**config.mk**
```make
export PLATFORM = sky130hd
export DESIGN_NAME = out_sig_monitor
export DESIGN_NICKNAME = d
export VERILOG_FILES = /design/src/rtl/out_sig_monitor.sv
export SDC_FILE = /design/constraint.sdc
export NUM_CORES = 1
export LEC_CHECK = 0
export CORE_AREA = 2 2 151 153
export DETAILED_ROUTE_END_ITERATION = 7
export DIE_AREA = 0 0 153 155
export MAX_ROUTING_LAYER = met4
export PLACE_DENSITY = 0.65
export SYNTH_ARGS = -nofsm -noshare
export SYNTH_HDL_FRONTEND = slang
export SYNTH_SLANG_ARGS = --single-unit
```
**constraint.sdc**
```tcl
create_clock -name clk -period 3.2 [get_ports clk]
set_clock_uncertainty 0.15 [all_clocks]
set_input_delay 0.48 -clock clk [delete_from_list [all_inputs] [get_ports clk]]
set_output_delay 0.48 -clock clk [all_outputs]
set_load 0.01 [all_outputs]
```
**src/rtl/out_sig_monitor.sv**
```systemverilog
// Output-signature monitor: folds sampled DUT output words into a 32-bit CRC-style signature.
// Optional compare-against-expected port pair is enabled by defining OUT_SIG_MONITOR_CMP_EN.
`timescale 1ns/1ps
module out_sig_monitor #(
    parameter int          OUT_W       = 330,
    parameter int          NUM_SAMPLES = 100,
    parameter logic [31:0] SIG_SEED    = 32'hFFFFFFFF
) (
    input  logic             clk,
    input  logic             rst,
    input  logic             start,
    input  logic             sample_en,
    input  logic [OUT_W-1:0] out_flat,
    output logic             busy,
    output logic [15:0]      sample_cnt,
    output logic             sig_valid,
    input  logic             sig_ready,
    output logic [31:0]      sig_data
`ifdef OUT_SIG_MONITOR_CMP_EN
    ,
    input  logic [31:0]      exp_sig,
    output logic             mismatch
`endif
);

    localparam int          CHUNKS   = (OUT_W + 31) / 32;
    localparam int          PAD_W    = CHUNKS * 32;
    localparam logic [31:0] POLY     = 32'h04C11DB7;
    localparam logic [15:0] LAST_CNT = 16'(NUM_SAMPLES);

    typedef enum logic [1:0] {
        IDLE    = 2'd0,
        COLLECT = 2'd1,
        REPORT  = 2'd2
    } state_t;

    state_t      state_q;
    state_t      state_d;
    logic [31:0] sig_p1;
    logic [15:0] cnt_p1;
    logic [31:0] sig_data_p1;
    logic [31:0] fold_p0;
    logic [31:0] sig_next_p0;
    logic        vld_p0;
    logic        last_p0;
    logic        run_start;
    logic        handshake;

    // Chunks are taken from bit 0 upward; the top chunk is zero-extended.
    function automatic logic [31:0] fold_chunks(input logic [OUT_W-1:0] word);
        logic [PAD_W-1:0] padded;
        logic [31:0]      acc;
        padded            = '0;
        padded[OUT_W-1:0] = word;
        acc               = '0;
        for (int i = 0; i < CHUNKS; i++) begin
            acc = acc ^ padded[i*32 +: 32];
        end
        return acc;
    endfunction

    function automatic logic [31:0] crc_step(input logic [31:0] sig, input logic [31:0] f);
        logic [31:0] shifted;
        shifted = {sig[30:0], 1'b0};
        if (sig[31]) begin
            shifted = shifted ^ POLY;
        end
        return shifted ^ f;
    endfunction

    assign run_start = (state_q == IDLE) && start;
    assign handshake = (state_q == REPORT) && sig_ready;

    // Stage p0: fold the sampled word and form the next signature.
    assign fold_p0     = fold_chunks(out_flat);
    assign sig_next_p0 = crc_step(sig_p1, fold_p0);
    assign vld_p0      = (state_q == COLLECT) && sample_en && (cnt_p1 != LAST_CNT);
    assign last_p0     = vld_p0 && ((cnt_p1 + 16'd1) == LAST_CNT);

    always_comb begin
        state_d = state_q;
        case (state_q)
            IDLE: begin
                if (start) begin
                    state_d = COLLECT;
                end
            end
            COLLECT: begin
                if (last_p0) begin
                    state_d = REPORT;
                end
            end
            REPORT: begin
                if (handshake) begin
                    state_d = IDLE;
                end
            end
            default: state_d = IDLE;
        endcase
    end

    always_ff @(posedge clk) begin
        if (rst) begin
            state_q <= IDLE;
        end else begin
            state_q <= state_d;
        end
    end

    // Stage p1: signature, sample count and published signature registers.
    always_ff @(posedge clk) begin
        if (rst) begin
            sig_p1      <= SIG_SEED;
            cnt_p1      <= '0;
            sig_data_p1 <= '0;
        end else if (run_start) begin
            sig_p1 <= SIG_SEED;
            cnt_p1 <= '0;
        end else if (vld_p0) begin
            sig_p1 <= sig_next_p0;
            cnt_p1 <= cnt_p1 + 16'd1;
            if (last_p0) begin
                sig_data_p1 <= sig_next_p0;
            end
        end
    end

`ifdef OUT_SIG_MONITOR_CMP_EN
    logic mismatch_p1;

    always_ff @(posedge clk) begin
        if (rst) begin
            mismatch_p1 <= 1'b0;
        end else if (run_start) begin
            mismatch_p1 <= 1'b0;
        end else if (last_p0) begin
            mismatch_p1 <= (sig_next_p0 != exp_sig);
        end
    end

    assign mismatch = mismatch_p1;
`endif

    assign busy       = (state_q != IDLE);
    assign sig_valid  = (state_q == REPORT);
    assign sample_cnt = cnt_p1;
    assign sig_data   = sig_data_p1;

endmodule

```
* Word-level counts from Yosys, hierarchy flattened
Index checks and enable logic that the tools add are counted.
** Cells by class
- Add/sub/neg operators :: 1
- Equal/unequal tests :: 7
- Muxes and demuxes :: 5
- Bitwise logic cells :: 13
- Reductions and logical operators :: 10
** Operator list (count)
- 32-bit XOR :: 10
- 32-bit by 10-bit XOR with 32-bit output :: 1
- 27-bit 2-to-1 mux :: 1
- 16-bit by 1-bit adder with 16-bit output, second input constant :: 1
- 16-bit by 7-bit equality test with 1-bit output, second input constant :: 1
- 16-bit by 7-bit != test with 1-bit output, second input constant :: 1
- 14-bit NOT :: 1
- 2-bit 2-to-1 mux :: 3
- 2-bit case mux with 3 select lines :: 1
- 3-bit AND reduction :: 2
- 1-bit logical AND :: 5
- 2-bit != test, second input constant :: 2
- 2-bit by 1-bit equality test with 1-bit output, second input constant :: 1
- 2-bit equality test, second input constant :: 1
- 2-bit logical NOT :: 1
- 2-bit by 1-bit != test with 1-bit output, second input constant :: 1
- 2-bit nonzero test :: 1
- 2-bit OR reduction :: 1
- 1-bit NOT :: 1
** Storage, ports and cells
- Bits in registers :: 82
- Output and inout port bits :: 50

* Longest topological paths before layout
Gate-level depths: netlist of the first run.
- Depth after elaboration :: 11
- Mapped depth :: 9

* Least setup slack after synthesis of the first run
No wires, ideal clock.
- Path type :: reg2reg
- Start :: reg cnt_p1[0] (netlist: sample_cnt[0])
- End :: reg sig_data_p1[20] (netlist: sig_data[20])
- Library setup time :: 0.115 ns
- Arrival time :: 1.979 ns
- Setup slack :: 0.956 ns
- Cell stages (with the launch flop) :: 10
- Path through :: dfxtp_1 ha_1 nand3_1 nor4_1 mux2i_1 and4_4 buf_6 buf_12 a21boi_2 o21ba_1
** On the way
- Cells in the longest elaborated chain, start to end :: 4
- Elaborated cells on any way between the ends :: 6
- Classes of those cells :: 1 x add/sub; 2 x eq/ne; 3 x reduce/logical
** Ends and longest elaborated chain
- start, declared :: line 40 : logic [15:0] cnt_p1;
- start signal, assigned :: line 121 : cnt_p1 <= cnt_p1 + 16'd1;
- 16-bit by 1-bit adder with 16-bit output or 16-bit by 7-bit != test with 1-bit output (tied branches) :: line 78, 77
- 16-bit by 7-bit equality test with 1-bit output or 1-bit logical AND (tied branches) :: line 78, 77
- 1-bit logical AND :: line 78 : assign last_p0 = vld_p0 && ((cnt_p1 + 16'd1) == LAST_CNT);
- 3-bit AND reduction (no line) *
- end signal, assigned :: line 123 : sig_data_p1 <= sig_next_p0;
- end, declared :: line 41 : logic [31:0] sig_data_p1;
Every way passes the cells marked *; elsewhere a longest branch is shown, timed or not.
A chain may end at the register's enable or synchronous reset.

* Worst setup path after layout of the first run
- Start :: reg cnt_p1[0] (netlist: sample_cnt[0])
- End :: reg sig_data_p1[17] (netlist: sig_data[17])
The elaborated chain is that of the path after synthesis.

==> results of run 1 <==
==> where the power goes <==
group / switching [W] / internal (W) / total (W)
Sequential: 0.0000205 / 0.00104 / 0.00106
Clock: 0.000429 / 0.000762 / 0.00119
Combinational: 0.000653 / 0.000931 / 0.00158
==> metrics by stage <==
step | hold slack, ns | utilization, %
floorplan | 0.2775 | -
global placement | 0.3123 | 47.56
detailed placement | 0.3165 | 47.56
CTS | 0.3244 | 49.07
global route | 0.3541 | 49.07
finish | 0.3212 | 49.07
==> worst min path at each step <==
stage                             from      endpoint  slack, ns  depth (start not counted)
after floorplan             state_q[1]    state_q[0]       0.28                          1
after global placement     sig_data[1]   sig_data[1]       0.31                          2
after detailed placement  sig_data[14]  sig_data[14]       0.32                          2
after CTS                 sig_data[14]  sig_data[14]       0.32                          2
after global routing        state_q[1]    state_q[0]       0.35                          1
final                       state_q[1]    state_q[0]       0.32                          1
==> flip-flops by register name (all words and copies together), names as in the netlist <==
| register | count |
|---|---|
| sample_cnt | 16 |
| sig_data | 32 |
| sig_p1 | 32 |
| state_q | 2 |
==> Yosys cell counts (2+ instances only) <==
| cell type | instances |
|---|---|
| a211oi_1 | 11 |
| a21boi_0 | 3 |
| a21boi_2 | 9 |
| a21oi_1 | 25 |
| and3_1 | 2 |
| buf_2 | 12 |
| buf_4 | 2 |
| buf_6 | 2 |
| clkbuf_1 | 13 |
| dfxtp_1 | 82 |
| ha_1 | 2 |
| inv_1 | 5 |
| mux2i_1 | 2 |
| nand2_1 | 53 |
| nand3_1 | 24 |
| nand3b_1 | 2 |
| nand4_1 | 8 |
| nor2_1 | 21 |
| nor3_1 | 16 |
| nor4_1 | 3 |
| o211ai_1 | 23 |
| o21ai_0 | 10 |
| o21ba_1 | 9 |
| o21ba_2 | 3 |
| or2_2 | 2 |
| xnor2_1 | 320 |
| xor2_1 | 41 |
==> cell families (layout without fill, tap and decap cells) <==
logic type,Yosys count,in the layout,share of synthesized area [%]
xor gates and xnor gates,361,361,49.17
and+or+nand+nor,142,142,10.68
AOI/OAI and AO/OA,97,97,10.98
DFF,82,82,25.53
buffers and inverters,36,413,2.938
adders and majority gates,2,2,0.3891
muxes,2,2,0.3114
==> layer usage <==
metal | GRT usage, % | part of all wire (%) | vias to the layer above
met1 | 20.28 | 41 | 2818
li1 | - | - | 3104
met4 | 4.101 | 1.3 | 0
met3 | 3.036 | 5.3 | 17
met5 | - | 0 | -
met2 | 30.79 | 53 | 220
==> cell type report <==
type                    count  area [um^2]  area share, %
well taps                 285        356.6          3.269
inverters                   5        18.77         0.1721
repair buffers            392         3911          35.86
clock buffers              11        232.7          2.134
flip-flops and latches     82         1642          15.05
multi-input cells         604         4643          42.57
clock inverters             5        102.6         0.9407
==> results.tsv, run 1 <==
stage	metric	value	unit
clocking	TritonCTS Sinks	82	
routing	drt drc	0	
grt	vias in the first global route	5980	
worst_setup_path	Crit path max-delay family	simple AND/OR/NAND/NOR gates	
timing	Slew headroom	48.19	%
worst_setup_path	kind of critical path	register to register	
worst_setup_path	slowest CP cell	and4_4	
clocking	TritonCTS Buffers	9	
clocking	clk_lat worst skew	0.35	ns
placed_design	Placed Cells incl. Taps	1368	
layout	commonest non-fill, non-tap cell in the layout	clkdlybuf4s50_1	
yosys	Synth area leader	xnor2_1	
yosys	Area contributors post-synth	xnor2_1, dfxtp_1, xor2_1	
worst_setup_path	Worst path max stage delay	0.56	ns
pwr	maximum VDD drop	0.2338	mV
layout	commonest non-fill, non-tap cells in the layout	clkdlybuf4s50_1, xnor2_1, dfxtp_1	
floorplan	chip height	155	um
grt	wire length of the first global-routing pass	31540	um
routing	Antenna Nets Post-Route	0	
min_path	worst min path class	register to register	
yosys	asr flop ratio synth	0	%
clocking	Max clock buf depth	2	
clocking	setup bufs post-CTS	0	
yosys	Post-synth EDFFs	0	
yosys	Yosys top cell area share	43.59	%
floorplan	die area	0.02372	mm^2
placed_design	Area after DPL	0.01057	mm^2
worst_setup_path	Setup crit start	sample_cnt[0]	
layout	# nets final	1431	
placed_design	Place WS	0.3214	ns
floorplan	Starting Density	28.93	%
timing	final hold vios	0	
placed_design	dpl hpwl	17210	um
worst_setup_path	crit path max fanout	33	
yosys	Post-Syn Instances	722	
yosys	YS warnings	0	
run	MaxCap Viol Count	0	
yosys	#FFs+latches synth	82	
timing	Worst Tran Pin Value	0.7747	ns
grt	initial antenna violation count	0	
worst_setup_path	R2R Setup Slk	0.57	ns
clocking	CTS clk-pin slew, worst paths	0.06	ns
worst_setup_path	Worst Path Arrival	2.72	ns
clocking	CTS H-tree lvls	3	
timing	final worst slack	0.5682	ns
layout	layout cells sized above 1	4.186	%
timing	RSZ-0062 raised after global routing	no	
routing	Vias per Instance	4.450	
worst_setup_path	Critical Path Source Type	register	
routing	DR iter-0 viols	265	
clocking	CTS tree	done	
yosys	syn nets	1059	
placed_design	IO buf count	384	
worst_setup_path	CP required	3.29	ns
yosys	synthesized cell area	0.006430	mm^2
pwr	Pleak	3.776	nW
timing	Final Max Tran Viols	0	
timing	post-layout min period	2.632	ns
layout	Layout Cells excl Fill	1384	
pwr	PD cells	352.0	mW/mm^2
worst_setup_path	CP Capture Type	register	
grt	gr ovfl total	0	
placed_design	placer congestion estimate	0.8085	
floorplan	I/O Pins	385	
floorplan	core area	0.02223	mm^2
yosys	sequential share of the synthesized area	25.53	%
yosys	Synth Area per Inst	8.906	um^2
grt	GRT Total Usage	17.27	%
worst_setup_path	Crit path depth	7	
clocking	Resize count post-CTS	0	
routing	WL/cell	14.84	um
routing	drt first pass iters	4	
routing	Via Count	6159	
clocking	CTS Root Cell	clkbuf_16	
layout	# fillers	2164	
timing	period utilization	82.24	%
layout	Area Overhead vs Synth	69.62	%
yosys	Synth cell types	44	
floorplan	FP Rows	55	
pwr	Power, Total	0.003839	W
timing	Setup TNS	0	ns
worst_setup_path	reg2reg end	sig_data[17]	
worst_setup_path	R2R depth	7	
worst_setup_path	crit path capture	sig_data[17]	
clocking	hold_buf cts	0	
worst_setup_path	worst-path cell chain	ha_1 > nand3_1 > nor4_1 > mux2i_1 > and4_4 > a21boi_0 > o21ba_2	
layout	ant diodes	0	
floorplan	Die Span X	153	um
layout	post-route design area	0.01091	mm^2
routing	Post-Route WL	20540	um
timing	endpoints failing setup	0	
grt	largest net degree at the start of global routing	58	
timing	Max Freq	380.0	MHz
worst_setup_path	RR Startpoint	sample_cnt[0]	
yosys	Post-synth top flop	dfxtp_1	
worst_setup_path	Buf+Inv Stages, Crit Path	0	
status	status	completed	
Note: power is estimated with default switching activity, not from simulation.
==> inputs of run 2 (changes only) <==
==> config.mk (replaced) <==
export PLATFORM = sky130hd
export DESIGN_NAME = out_sig_monitor
export DESIGN_NICKNAME = d
export VERILOG_FILES = /design/src/rtl/out_sig_monitor.sv
export SDC_FILE = /design/constraint.sdc
export NUM_CORES = 1
export LEC_CHECK = 0
export CORE_AREA = 2 2 148 150
export DETAILED_ROUTE_END_ITERATION = 7
export DIE_AREA = 0 0 150 152
export MAX_ROUTING_LAYER = met4
export PLACE_DENSITY = 0.67
export SYNTH_ARGS = -nofsm -noshare
export SYNTH_HDL_FRONTEND = slang
export SYNTH_SLANG_ARGS = --single-unit
==> constraint.sdc (replaced) <==
create_clock -name clk -period 2.7 [get_ports clk]
set_clock_uncertainty 0.15 [all_clocks]
set_input_delay 0.405 -clock clk [delete_from_list [all_inputs] [get_ports clk]]
set_output_delay 0.405 -clock clk [all_outputs]
set_load 0.01 [all_outputs]
==> run 2 against run 1 <==
Global-route usage is 1.0 points higher. Setup slack worse by 0.31 ns. Sequential cell count unchanged. Worst hold slack better by 0.0015 ns. Total power is 15% higher. Fmax grew 8.0%. Utilization up 2.4 points. Critical endpoint is now sig_data[18]. Largest cell class unchanged.
==> results.tsv, run 2 (synthesized netlist as in run 1, its figures left out) <==
stage	metric	value	unit	change
status	status	completed		
floorplan	I/O Pins	385		unchanged
clocking	CTS clk-pin slew, worst paths	0.06	ns	about the same
clocking	Max clock buf depth	2		unchanged
floorplan	core area	0.02135	mm^2	-3.9%
worst_setup_path	CP required	2.79	ns	-0.50 ns
placed_design	dpl hpwl	17290	um	+0.46%
clocking	clk_lat worst skew	0.34	ns	about the same
grt	largest net degree at the start of global routing	37		-36%
floorplan	chip height	152	um	-1.9%
timing	endpoints failing setup	0		unchanged
layout	commonest non-fill, non-tap cells in the layout	clkdlybuf4s50_1, xnor2_1, dfxtp_1		
placed_design	placer congestion estimate	0.8045		-0.49%
placed_design	IO buf count	384		unchanged
routing	Post-Route WL	20620	um	+0.43%
floorplan	die area	0.02280	mm^2	-3.9%
timing	Slew headroom	53.15	%	+5.0 points
timing	final hold vios	0		unchanged
min_path	Hold Path Cell Cnt	2		+1
routing	WL/cell	14.82	um	-0.14%
clocking	TritonCTS Sinks	82		unchanged
routing	Antenna Nets Post-Route	0		unchanged
timing	period utilization	90.26	%	+8.0 points
worst_setup_path	Critical Path Source Type	register		
timing	Setup TNS	0	ns	unchanged
grt	gr ovfl total	0		unchanged
layout	# fillers	2070		-4.3%
routing	Via Count	6150		-0.15%
worst_setup_path	Worst Path Arrival	2.52	ns	-0.20 ns
layout	commonest non-fill, non-tap cell in the layout	clkdlybuf4s50_1		
clocking	Resize count post-CTS	0		unchanged
pwr	PD cells	401.3	mW/mm^2	+14%
worst_setup_path	CP Capture Type	register		
clocking	setup bufs post-CTS	0		unchanged
timing	post-layout min period	2.437	ns	-0.1949 ns
clocking	CTS H-tree lvls	3		unchanged
min_path	worst min path class	register to register		
run	MaxCap Viol Count	0		unchanged
placed_design	Placed Cells incl. Taps	1376		+0.58%
floorplan	FP Rows	54		-1.8%
timing	Max Freq	410.4	MHz	+8.0%
grt	initial antenna violation count	0		unchanged
routing	drt first pass iters	5		+1
floorplan	Die Span X	150	um	-2.0%
clocking	CTS tree	done		
grt	GRT Total Usage	18.29	%	+1.0 points
layout	# nets final	1444		+0.91%
routing	Vias per Instance	4.418		-0.72%
timing	Worst Tran Pin Value	0.7027	ns	-0.07196 ns
layout	area of the multi-input gates	0.004643	mm^2	unchanged
layout	Area Overhead vs Synth	70.99	%	
layout	Layout Cells excl Fill	1392		+0.58%
layout	post-route design area	0.01099	mm^2	+0.80%
worst_setup_path	kind of critical path	register to register		
pwr	maximum VDD drop	0.2071	mV	-11%
layout	ant diodes	0		unchanged
clocking	TritonCTS Buffers	9		unchanged
layout	sequential cell area	0.001642	mm^2	unchanged
worst_setup_path	R2R depth	8		+1
routing	drt drc	0		unchanged
worst_setup_path	crit path max fanout	15		-55%
timing	RSZ-0062 raised after global routing	no		
clocking	hold_buf cts	0		unchanged
clocking	CTS Root Cell	clkbuf_16		
timing	Final Max Tran Viols	0		unchanged
layout	layout cells sized above 1	5.396	%	+1.2 points
floorplan	Starting Density	30.12	%	+1.2 points
placed_design	Area after DPL	0.01069	mm^2	+1.1%
pwr	Pleak	3.834	nW	+1.5%
grt	vias in the first global route	6109		+2.2%
routing	DR iter-0 viols	208		-22%
grt	wire length of the first global-routing pass	31820	um	+0.90%
## run 2: cell count changes in the layout (fill, tap and decap cells not counted), sizes merged
cell      previous run  this run
buf                  9        22
bufinv               3         1
clkbuf              11        12
clkinvlp             1         2
## run 2: path summary, 6_finish.rpt
check | startpoint | endpoint | slack [ns]
max | sample_cnt[1] | sig_data[18] | 0.26
min | sig_data[15] | sig_data[15] | 0.32
max reg2reg | sample_cnt[1] | sig_data[18] | 0.26
min reg2reg | sig_data[15] | sig_data[15] | 0.32
## run 2: critical path, cell delays in order, from the launching register on
cell and delay, ns:
dfxtp_1 0.45, ha_1 0.21, nand3_1 0.13, nor4_1 0.28, mux2i_1 0.30, and4_4 0.32, buf_12 0.17, a21boi_0 0.10
o21ba_2 0.22
## run 2: where the power goes
part           internal (W)  total, W  switching, W
clock              0.000766   0.00127      0.000505
sequential          0.00124   0.00126     0.0000204
combinational       0.00111   0.00188      0.000775
total               0.00311   0.00441       0.00130
## run 2: final cells by class
type,instances,area share [%]
timing repair buffer,405,36.69
sequential,82,14.93
inverter,5,0.1707
tap,280,3.187
clock inverter,4,0.4552
multi-input combinational,604,42.23
clock buffer,12,2.333
## run 2: through the flow
step / utilization, % / setup slack [ns] / hold WS [ns] / power [W]
after floorplan: - / 0.4560 / 0.2775 / 0.002413
after global placement: 50.06 / 0.2220 / 0.3084 / 0.003191
after detailed placement: 50.06 / 0.1663 / 0.3141 / 0.003195
after CTS: 51.49 / 0.2480 / 0.3219 / 0.004488
after global routing: 51.49 / 0.07380 / 0.3550 / 0.004678
final: 51.49 / 0.2631 / 0.3228 / 0.004412
## run 2: layer usage
metal  part of all wire, %  wire [um]  track usage, %  vias up
met2                    52      10680           32.31      218
met1                    41       8399           21.36     2777
met5                     0          0               -        -
met4                   1.6        331           4.942        0
met3                   5.9       1215           2.823       22
li1                      -          -               -     3133
==> inputs of run 3 (changes only) <==
--- a/config.mk
+++ b/config.mk
@@ -10,6 +10,7 @@
 export DIE_AREA = 0 0 150 152
 export MAX_ROUTING_LAYER = met4
 export PLACE_DENSITY = 0.67
+export SLEW_MARGIN = 15
 export SYNTH_ARGS = -nofsm -noshare
 export SYNTH_HDL_FRONTEND = slang
 export SYNTH_SLANG_ARGS = --single-unit
==> results of run 3 <==
Same layout as run 2: the final DEF is identical, and so are final timing and power.
==> edit, RTL diff (config.mk and constraints of run 2) <==
Build with the macro `OUT_SIG_MONITOR_CMP_EN` defined.
--- a/src/rtl/out_sig_monitor.sv
+++ b/src/rtl/out_sig_monitor.sv
@@ -2,4 +2,6 @@
 // Optional compare-against-expected port pair is enabled by defining OUT_SIG_MONITOR_CMP_EN.
 `timescale 1ns/1ps
+`define OUT_SIG_MONITOR_CMP_EN
+
 module out_sig_monitor #(
     parameter int          OUT_W       = 330,
Ports: changed (added exp_sig and mismatch); port bits go from 385 to 418. The function was not compared with the original's and may differ.
==> edit against run 2 <==
The flow now finishes with violations (setup timing); synthesized area grew 7.8%; global-route usage grew 4.9 points; sequential cell count grew 1; worst hold slack lost 130 ps; worst setup slack lost 380 ps; routed wire length grew 29%; design area grew 15%; total power grew 32%; highest routed layer unchanged.
==> edit: results (changes against run 2) <==
stage	metric	value	unit	change
routing	routed wire length on met3	1.84	mm	+51%
hold_path	hold_sp	rst		
sta	worst slew pin tran	607	ps	-95.2 ps
routing	Metal-1 WL	10.4	mm	+24%
grt	vias in the first global route	7134		+17%
synthesis	Avg Synthesized Cell Area	9.05	sq um	+1.6%
placement	HPWL after DPL	22.4	mm	+30%
synthesis	Post-Synthesis Net Count	1136		+7.3%
cells_and_area	layout cell share with drive strength beyond 1	11.8	%	+6.4 points
sta	Final setup viols	20		+20
placement	routability congestion estimate	0.807		+0.25%
synthesis	Commonest cells post-synth	271 x xnor2_1, 83 x dfxtp_1, 72 x nor2_1		
setup_path	CP Launch Point	sample_cnt[0]		
setup_path	crit-path max FO	8		-7
clock_network	H-tree Lvls	3		unchanged
placement	Placed Cells	1527		+11%
setup_path	worst-case reg-to-reg path depth	11		+3
grt	global-route wire length before repair	39.2	mm	+23%
power	leakage	4.89	nW	+28%
hold_path	HP Class	input port to flip-flop		
routing	vias per cell	4.54		+2.7%
sta	PnR worst setup slack	-114	ps	-378 ps
synthesis	post-synth cell types	52		+18%
outcome	status	finished, violations left		
setup_path	critical path's slowest cell	or4_4		
grt	GRT Overall Usage	23.2	%	+4.9 points
routing	DR WL met2	14.0	mm	+31%
hold_path	Hold Path Sink	sig_data[28]		
routing	drt wl/cell	17.2	microns	+16%
setup_path	max incr delay on CP	570	ps	+120 ps
synthesis	synth top area cells	xnor2_1 34%, dfxtp_1 24%, xnor3_1 9.4%		
routing	detailed-route via count	7034		+14%
synthesis	most frequent cell after synthesis	xnor2_1		
cells_and_area	Final nets	1635		+13%
synthesis	post-synthesis sequential area ratio	24.0	%	-1.6 points
setup_path	capturing point of the worst reg2reg path	sig_data[19]		
outcome	failing checks	setup timing		
routing	DR iter-0 viols	250		+20%
grt	pin count of the biggest net entering global routing	34		-8.1%
power	Worst VDD drop	0.243	mV	+17%
clock_network	post-cts sizing count	10		+10
## edit: cell count changes after synthesis, sizes merged, moves of 17 or more
| cell | delta |
|---|---|
| nor2 | +51 |
| nand3 | -17 |
| xor2 | +21 |
| xnor3 | +29 |
| xnor2 | -49 |
## edit: metrics by stage
| step | TNS (ps) | cell area (sq um) | setup WS (ps) | total power, mW | hold slack, ps |
|---|---|---|---|---|---|
| 2_1_floorplan | 0 | 6940 | 4.08 | 2.87 | 310 |
| 3_3_place_gp | -4370 | 12100 | -609 | 4.34 | 289 |
| 3_5_place_dp | -4470 | 12100 | -603 | 4.34 | 296 |
| 4_1_cts | -30.7 | 12500 | -30.7 | 5.84 | 177 |
| 5_1_grt | -2930 | 12700 | -167 | 6.14 | 196 |
| 6_report | -818 | 12700 | -114 | 5.82 | 189 |
## edit: area by class of cell
cell class / instances / area [sq um]
inverters: 10 / 37.5
clock inverters: 4 / 97.6
multi-input cells: 646 / 5260
clock buffers: 12 / 246
well taps: 280 / 350
repair buffers: 515 / 5010
fillers: 1930 / 8680
flip-flops and latches: 83 / 1670
## edit: routing by layer
metal  up-vias  global-route usage [%]
li1       3493                       -
met1      3231                    26.2
met2       287                    41.5
met3        23                    3.87
met4         0                    6.74
met5         -                       -
## edit: power groups by stage
stage	logic, mW	registers (mW)	clock network [mW]
after floorplan	1.57	1.30	0
after global routing	3.33	1.29	1.52
after CTS	3.08	1.29	1.47
after detailed placement	3.03	1.31	0
final	3.10	1.29	1.43
after global placement	3.03	1.31	0
## edit: cells by family (layout without fill, tap and decap cells)
kind of cell    count (synthesis)  after routing  share of synthesized area, %
compound gates                 67             67                          5.79
xor+xnor                      362            362                          51.5
fa+ha+maj                       3              3                         0.541
buf+inv                        37            541                          2.40
flops                          83             83                          24.0
mux                            16             16                          2.36
simple gates                  198            198                          13.5
